File: config.mk
export PLATFORM = sky130hd
export DESIGN_NAME = stopwatch_ctrl
export DESIGN_NICKNAME = d
export VERILOG_FILES = /design/src/rtl/stopwatch_pkg.sv /design/src/rtl/stopwatch_ctrl_btn_debounce.sv /design/src/rtl/stopwatch_ctrl.sv
export SDC_FILE = /design/constraint.sdc
export NUM_CORES = 1
export LEC_CHECK = 0
export CAP_MARGIN = 0
export CORE_UTILIZATION = 30
export DETAILED_ROUTE_END_ITERATION = 10
export GPL_ROUTABILITY_DRIVEN = 0
export PLACE_DENSITY = 0.44
export SKIP_CTS_REPAIR_TIMING = 1
export SLEW_MARGIN = 5
export SYNTH_ARGS = -nofsm -noshare
export SYNTH_HDL_FRONTEND = slang
export SYNTH_SLANG_ARGS = --single-unit
File: constraint.sdc
create_clock -name clk -period 2.2 [get_ports clk]
set_clock_uncertainty 0.1 [all_clocks]
set_input_delay 0.22 -clock clk [delete_from_list [all_inputs] [get_ports clk]]
set_output_delay 0.22 -clock clk [all_outputs]
set_load 0.03 [all_outputs]
File: src/rtl/stopwatch_pkg.sv
// Shared encodings for the stopwatch control front-end: FSM states, button
// indices and the default debounce length.
package stopwatch_pkg;

   typedef enum logic [1:0] {
      IDLE  = 2'd0,
      RUN   = 2'd1,
      PAUSE = 2'd2
   } state_e;

   localparam int unsigned START    = 0;
   localparam int unsigned STOP     = 1;
   localparam int unsigned CLEAR    = 2;
   localparam int unsigned LAP      = 3;
   localparam int unsigned NUM_BTNS = 4;

   localparam int unsigned DEBOUNCE_CYCLES_DEFAULT = 100000;

endpackage

File: src/rtl/stopwatch_ctrl_btn_debounce.sv
// One button channel: 2-FF synchronizer, stable-level debounce counter and a
// one-cycle press pulse on each accepted 0->1 transition.
module btn_debounce
   import stopwatch_pkg::*;
#(
   parameter int unsigned DEBOUNCE_CYCLES = DEBOUNCE_CYCLES_DEFAULT
) (
   input  logic clk,
   input  logic rst_n,
   input  logic btn_raw,
   output logic press_o
);

   localparam int unsigned CNT_BITS = (DEBOUNCE_CYCLES > 1) ? $clog2(DEBOUNCE_CYCLES) : 1;
   localparam logic [CNT_BITS-1:0] CNT_LAST = CNT_BITS'(DEBOUNCE_CYCLES - 1);

   logic                sync1_q, sync2_q;
   logic                level_q, level_d;
   logic                level_prev_q;
   logic [CNT_BITS-1:0] cnt_q, cnt_d;
   logic [1:0]          fill_q, fill_d;
   logic                armed_q, armed_d;
   logic                press_q, press_d;

   // Pulses stay disarmed until a released level is seen after reset, so a
   // button held through reset cannot fire until it is let go and re-pressed.
   always_comb begin
      cnt_d   = cnt_q;
      level_d = level_q;
      if (sync2_q == level_q) begin
         cnt_d = '0;
      end else if (cnt_q == CNT_LAST) begin
         cnt_d   = '0;
         level_d = sync2_q;
      end else begin
         cnt_d = cnt_q + CNT_BITS'(1);
      end
      fill_d  = (fill_q == 2'd2) ? fill_q : fill_q + 2'd1;
      armed_d = armed_q | ((fill_q == 2'd2) & ~sync2_q);
      press_d = armed_q & level_q & ~level_prev_q;
   end

   always_ff @(posedge clk or negedge rst_n) begin
      if (!rst_n) begin
         sync1_q      <= 1'b0;
         sync2_q      <= 1'b0;
         level_q      <= 1'b0;
         level_prev_q <= 1'b0;
         cnt_q        <= '0;
         fill_q       <= 2'd0;
         armed_q      <= 1'b0;
         press_q      <= 1'b0;
      end else begin
         sync1_q      <= btn_raw;
         sync2_q      <= sync1_q;
         level_q      <= level_d;
         level_prev_q <= level_q;
         cnt_q        <= cnt_d;
         fill_q       <= fill_d;
         armed_q      <= armed_d;
         press_q      <= press_d;
      end
   end

   assign press_o = press_q;

endmodule

File: src/rtl/stopwatch_ctrl.sv
// Stopwatch start/stop/clear/lap controller with debounced buttons.
// Optional auto-stop at MAX_COUNT is enabled by defining STOPWATCH_AUTO_STOP_EN.
module stopwatch_ctrl
   import stopwatch_pkg::*;
#(
   parameter int unsigned DEBOUNCE_CYCLES = DEBOUNCE_CYCLES_DEFAULT,
   parameter int unsigned CNT_W           = 10,
   parameter int unsigned MAX_COUNT       = 999
) (
   input  logic             clk,
   input  logic             rst_n,
   input  logic             btn_start,
   input  logic             btn_stop,
   input  logic             btn_clear,
   input  logic             btn_lap,
   input  logic [CNT_W-1:0] count_value,
   output logic             count_enable,
   output logic             count_clr,
   output logic [CNT_W-1:0] display_value,
   output logic             lap_active,
   output logic [1:0]       state_o,
   output logic             max_hit
);

   if (MAX_COUNT >= (64'd1 << CNT_W)) begin : g_bad_max_count
      $error("stopwatch_ctrl: MAX_COUNT does not fit in CNT_W bits");
   end

   logic [NUM_BTNS-1:0] btn_raw;
   logic [NUM_BTNS-1:0] press;

   assign btn_raw = {btn_lap, btn_clear, btn_stop, btn_start};

   for (genvar g = 0; g < NUM_BTNS; g++) begin : g_btn
      btn_debounce #(
         .DEBOUNCE_CYCLES (DEBOUNCE_CYCLES)
      ) u_debounce (
         .clk     (clk),
         .rst_n   (rst_n),
         .btn_raw (btn_raw[g]),
         .press_o (press[g])
      );
   end

   state_e           state_q, state_d;
   logic             count_clr_q, count_clr_d;
   logic             lap_active_q, lap_active_d;
   logic [CNT_W-1:0] snapshot_q, snapshot_d;
`ifdef STOPWATCH_AUTO_STOP_EN
   logic             max_hit_q, max_hit_d;
   logic             at_max;

   assign at_max = (count_value == CNT_W'(MAX_COUNT));
`endif

   // Each state resolves simultaneous presses by testing the winning button first.
   always_comb begin
      state_d      = state_q;
      count_clr_d  = 1'b0;
      lap_active_d = lap_active_q;
      snapshot_d   = snapshot_q;
`ifdef STOPWATCH_AUTO_STOP_EN
      max_hit_d    = max_hit_q;
`endif
      case (state_q)
         IDLE: begin
            if (press[START]) begin
               state_d = RUN;
            end else if (press[CLEAR]) begin
               count_clr_d = 1'b1;
            end
         end
         RUN: begin
`ifdef STOPWATCH_AUTO_STOP_EN
            if (at_max) begin
               state_d   = PAUSE;
               max_hit_d = 1'b1;
            end else
`endif
            if (press[STOP]) begin
               state_d = PAUSE;
            end else if (press[LAP]) begin
               if (lap_active_q) begin
                  lap_active_d = 1'b0;
               end else begin
                  lap_active_d = 1'b1;
                  snapshot_d   = count_value;
               end
            end
         end
         PAUSE: begin
            if (press[CLEAR]) begin
               state_d      = IDLE;
               count_clr_d  = 1'b1;
               lap_active_d = 1'b0;
            end else if (press[START]) begin
               state_d = RUN;
            end else if (press[LAP] && lap_active_q) begin
               lap_active_d = 1'b0;
            end
         end
         default: begin
            state_d = IDLE;
         end
      endcase
`ifdef STOPWATCH_AUTO_STOP_EN
      if ((state_d == IDLE) && (state_q != IDLE)) begin
         max_hit_d = 1'b0;
      end
`endif
   end

   always_ff @(posedge clk or negedge rst_n) begin
      if (!rst_n) begin
         state_q      <= IDLE;
         count_clr_q  <= 1'b0;
         lap_active_q <= 1'b0;
         snapshot_q   <= '0;
`ifdef STOPWATCH_AUTO_STOP_EN
         max_hit_q    <= 1'b0;
`endif
      end else begin
         state_q      <= state_d;
         count_clr_q  <= count_clr_d;
         lap_active_q <= lap_active_d;
         snapshot_q   <= snapshot_d;
`ifdef STOPWATCH_AUTO_STOP_EN
         max_hit_q    <= max_hit_d;
`endif
      end
   end

   assign count_enable  = (state_q == RUN);
   assign count_clr     = count_clr_q;
   assign lap_active    = lap_active_q;
   assign display_value = lap_active_q ? snapshot_q : count_value;
   assign state_o       = state_q;
`ifdef STOPWATCH_AUTO_STOP_EN
   assign max_hit       = max_hit_q;
`else
   assign max_hit       = 1'b0;
`endif

endmodule

Word level (Yosys, flattened, before mapping)
Index checks and enable logic that the tools add are counted.
Storage, ports and cells
  bits of input ports: 16
  flip-flop bits (word level): 114
  word-level logic and storage cells: 124
  output and inout bits: 16
Cells by class
  bitwise gates (word level): 29
  equality and inequality tests: 19
  add/subtract/negate cells: 8
  reduce and logical (&&, ||, !) cells: 9
  multiplexer cells: 23
Operators with widths (count)
  17-bit 2-to-1 mux: 8
  17-bit by 1-bit adder with 17-bit output (second input constant): 4
  17-bit equality test (second input constant): 4
  1-bit NOT: 13
  1-bit bitwise AND: 12
  2-bit equality test (second input constant): 5
  10-bit 2-to-1 mux: 1
  2-bit by 1-bit adder with 2-bit output (second input constant): 4
  1-bit 2-to-1 mux: 8
  2-bit AND reduction: 4
  2-bit 2-to-1 mux: 3
  3-bit by 2-bit != test with 1-bit output (second input constant): 2
  2-bit one-hot mux with 3 select lines: 1
  5-bit AND reduction: 1
  1-bit equality test: 4
  2-bit by 1-bit != test with 1-bit output (second input constant): 2
  1-bit OR: 4
  1-bit one-hot mux with 2 select lines: 2
  3-bit AND reduction: 1
  2-bit by 1-bit equality test with 1-bit output (second input constant): 1
  2-bit zero test: 1
  2-bit != test (second input constant): 1
  2-bit nonzero test: 1
  1-bit logical AND: 1

Logic depth before layout (Yosys ltp)
  depth in word-level cells: 5
  mapped depth: 7
  mapped depth without buffers: 6

Hierarchy
Synthesis repeated with hierarchy kept, for this count alone.
Second synthesis, totals
  cells, all modules: 478
  area total of the unflattened synthesis: 5407.7 µm²
Modules (own cells, without submodules)
  btn_debounce: area an instance 1149.9 µm², cells each 104, instances 4, sequential area each 625.6 µm²
  stopwatch_ctrl: area an instance 808.3 µm², cells each 62, instances 1, sequential area each 350.3 µm²

Least setup slack after synthesis
OpenSTA, ideal clock, no wires.
  kind: reg2reg
  start: register state_q[1], in the netlist state_o[1]
  end: register snapshot_q[0]
  buffers on the path: 1
  slack: 0.095 ns
  arrival time: 1.880 ns
  stages on the path, launching flop included: 6
  period minus slack after synthesis: 2.105 ns
  setup time: 0.125 ns
  data required time: 1.975 ns
  path through: dfrtp_1 -> inv_1 -> ha_1 -> nand3b_1 -> clkbuf_1 -> mux2_2
Between the ends
  word-level cells in the longest chain between the ends: 2
Ends and longest elaborated chain
  start, declared: RTL line stopwatch_ctrl.sv:45  | state_e state_q, state_d;
  start signal, assigned: RTL line stopwatch_ctrl.sv:123  | state_q <= state_d;
  2-bit by 1-bit equality test with 1-bit output
  net count_enable: RTL line stopwatch_ctrl.sv:17  | output logic count_enable,
  3-bit AND reduction (no source line)
  end signal, assigned: RTL line stopwatch_ctrl.sv:126  | snapshot_q <= snapshot_d;
  end, declared: RTL line stopwatch_ctrl.sv:48  | logic [CNT_W-1:0] snapshot_q, snapshot_d;
The timed path passes the listed nets, and every way through them passes these cells.
A chain may end at the register's enable or synchronous reset.

Worst setup path after layout
  start: register g_btn[0].u_debounce.cnt_q[12]
  end: register g_btn[0].u_debounce.level_q
Between the ends
  word-level cells in the longest chain between the ends: 2
Ends and longest elaborated chain
  start, declared: RTL line stopwatch_ctrl_btn_debounce.sv:20  | logic [CNT_BITS-1:0] cnt_q, cnt_d;
  start signal, assigned: RTL line stopwatch_ctrl_btn_debounce.sv:58  | cnt_q <= cnt_d;
  17-bit equality test: RTL line stopwatch_ctrl_btn_debounce.sv:32  | end else if (cnt_q == CNT_LAST) begin
  2-bit AND reduction (no source line)
  end signal, assigned: RTL line stopwatch_ctrl_btn_debounce.sv:56  | level_q <= level_d;
  end, declared: RTL line stopwatch_ctrl_btn_debounce.sv:18  | logic level_q, level_d;
Every way passes these cells.

==> results.py <==
metrics = {
    "floorplanning": {
        "die_w_um": 135,
        "io_pins": 32,
        "design.die.area_mm2": 0.0181,
        "num_rows": 48,
        "start_util": 0.306,
        "design.core.area_mm2": 0.0172,
        "die_y_um": 135,
    },
    "synth": {
        "synth_top_area_share": 0.541,
        "syn_area_mm2": 0.00527,
        "yosysWarningCount": 0,
        "async_flop_share": 1.00,
        "synthTopCellsByCount": "dfrtp_1 (114), nor2_1 (70), xnor2_1 (38)",
        "synthTopCellsByArea": "dfrtp_1 (54%), xnor2_1 (6.3%), mux2_2 (5.1%)",
        "synth_fp_nets": 511,
        "ys_ff_latch": 114,
        "ys_types": 45,
        "synth_top_flop_cell": "dfrtp_1",
        "synth_edf_count": 0,
        "avgSynthCellArea_um2": 10.9,
        "ys_seq_area_frac": 0.541,
        "yosysMostFrequentCell": "dfrtp_1",
        "syn-instance-count": 482,
        "yosys.area.top_type": "dfrtp_1",
    },
    "clock_network": {
        "cts_inserted_buffers": 17,
        "cts_tree": "yes",
        "cts_root_buf": "clkbuf_16",
        "cts_max_level": 4,
        "clk_path_buf_depth": 2,
        "clk_latency_ps": 410,
        "cts.reportedPaths.clkPinSlew_ps": 50,
        "clock_sinks": 114,
    },
    "power": {
        "power_density_mw_per_mm2": 839,
        "p_leak_nw": 2.89,
        "vdd_drop_max_mv": 0.508,
    },
    "worst_setup_path": {
        "end_kind": "flip-flop",
        "worstPathRequired_ps": 2390,
        "path_class": "flip-flop to flip-flop",
        "cp-start-kind": "flip-flop",
        "r2r_cells": 4,
        "cp.arrival_ps": 2220,
        "cp_max_fo": 5,
    },
    "final_layout": {
        "diodes": 0,
        "design_area_mm2": 0.00665,
        "nets": 561,
        "area_growth_pct": 26.1,
        "drive_above_1_share": 0.138,
        "fillCellCount": 1667,
    },
    "placed_design": {
        "pre_cts_slack_ps": 173,
        "place.detailed.hpwl_um": 6600,
        "placed_area_mm2": 0.00590,
        "io_buffers": 30,
    },
    "detailed_routing": {
        "avgViaCountPerCell": 4.70,
        "totalWireLength_um": 9780,
        "drt_iter0_drc": 184,
        "drc": 0,
        "via_count": 3616,
        "postRouteAntennaNets": 0,
        "first_pass_iters": 6,
        "routedWlPerCell_um": 12.7,
    },
    "timing": {
        "slew_headroom": 0.646,
        "hold_viol": 0,
        "rsz0062_at_grt": "false",
        "fin_setup_tns_ps": 0,
        "tightest_slew_ps": 529,
        "timing.final.crit_share": 0.921,
        "hold_ws_ps": 146,
        "min_period_ps": 2030,
        "slew_violations": 0,
        "fmax_ghz": 0.493,
        "postLayoutSetupSlackWorst_ps": 173,
        "setup_viol": 0,
    },
    "outcome": {
        "outcome": "complete, no violations",
    },
    "global_route": {
        "grt_pass1_wl_um": 17500,
        "antenna_found_initial": 0,
        "grt_util_met3": 0.0379,
        "grt_max_degree": 54,
        "grt-busiest-layer": "met2",
        "met2_usage": 0.187,
        "grt_pass1_vias": 3671,
        "met1_usage": 0.159,
        "overflow": 0,
        "grt_usage": 0.123,
    },
    "run": {
        "maxCapViolations": 0,
    },
    "min_path": {
        "hold_path_class": "input port to flip-flop",
        "holdPathStages": 1,
    },
}
==> critical path, cell delays in order (launching register included) <==
cell and delay [ps]:
dfrtp_1 420, or4_1 530, or3_4 410, nor2_1 110
mux2_2 340
==> through the flow <==
| stage | total power, W | instances | util |
|---|---|---|---|
| 2_1_floorplan | 0.00229 | 482 | - |
| 3_3_place_gp | 0.00242 | 735 | 0.342 |
| 3_5_place_dp | 0.00242 | 735 | 0.342 |
| 4_1_cts | 0.00568 | 767 | 0.383 |
| 5_1_grt | 0.00580 | 770 | 0.386 |
| 6_report | 0.00558 | 770 | 0.386 |
==> report_power, final <==
part | total, W | switching, W | internal, W
sequential | 0.00216 | 0.0000296 | 0.00213
clock | 0.00320 | 0.000937 | 0.00227
combinational | 0.000211 | 0.000119 | 0.0000912
==> layout make-up <==
type,count,area (um^2),area share
clock buffer,22,494,0.0743
clock inverter,10,200,0.0301
inverter,19,71.3,0.0107
multi-input combinational,338,2290,0.345
sequential,114,2850,0.429
tap,225,282,0.0423
timing repair buffer,42,455,0.0685
==> layout by cell type, fill, tap and decap left out, types with 13 or more instances in the layout <==
cell type,count
nand4_1,27
clkdlybuf4s50_1,18
nor4_1,17
clkbuf_16,17
ha_1,13
nor2_1,70
inv_1,19
nand2_1,28
dfrtp_1,113
mux2_2,24
xnor2_1,38
nand3_1,18
xor2_1,28
==> per-layer routing <==
layer | wire length, um | vias to the layer above
met4 | 184 | 0
met2 | 4430 | 72
li1 | - | 1777
met5 | 0 | -
met3 | 389 | 16
met1 | 4770 | 1751
==> path summary, 6_finish.rpt <==
path,start,to,slack [ps]
max,g_btn[0].u_debounce.cnt_q[12],g_btn[0].u_debounce.level_q,170
min,btn_start,g_btn[0].u_debounce.sync1_q,150
max reg2reg,g_btn[0].u_debounce.cnt_q[12],g_btn[0].u_debounce.level_q,170
min reg2reg,g_btn[3].u_debounce.sync1_q,g_btn[3].u_debounce.sync2_q,250
max in group asynchronous,rst_n,lap_active,1150
min in group asynchronous,rst_n,g_btn[0].u_debounce.cnt_q[7],200
==> sequential cells by signal, summed over array words and instances (netlist names) <==
register and cells:
count_clr 1, g_btn.u_debounce.armed_q 4, g_btn.u_debounce.cnt_q 68, g_btn.u_debounce.fill_q 8, g_btn.u_debounce.level_prev_q 4, g_btn.u_debounce.level_q 4, g_btn.u_debounce.press_o 4, g_btn.u_debounce.sync1_q 4
g_btn.u_debounce.sync2_q 4, lap_active 1, snapshot_q 10, state_o 2
==> cells by family (layout without fill, tap and decap cells) <==
logic type / Yosys count / after routing / synth area share
other: 1 / 1 / 0.000711
buffers and inverters: 30 / 93 / 0.0244
and+or+nand+nor: 205 / 205 / 0.201
muxes: 24 / 24 / 0.0512
adders and majority gates: 13 / 13 / 0.0308
DFF: 114 / 114 / 0.541
xor gates and xnor gates: 66 / 66 / 0.110
AOI/OAI and AO/OA: 29 / 29 / 0.0413
Power figures use the tool's default switching activity.
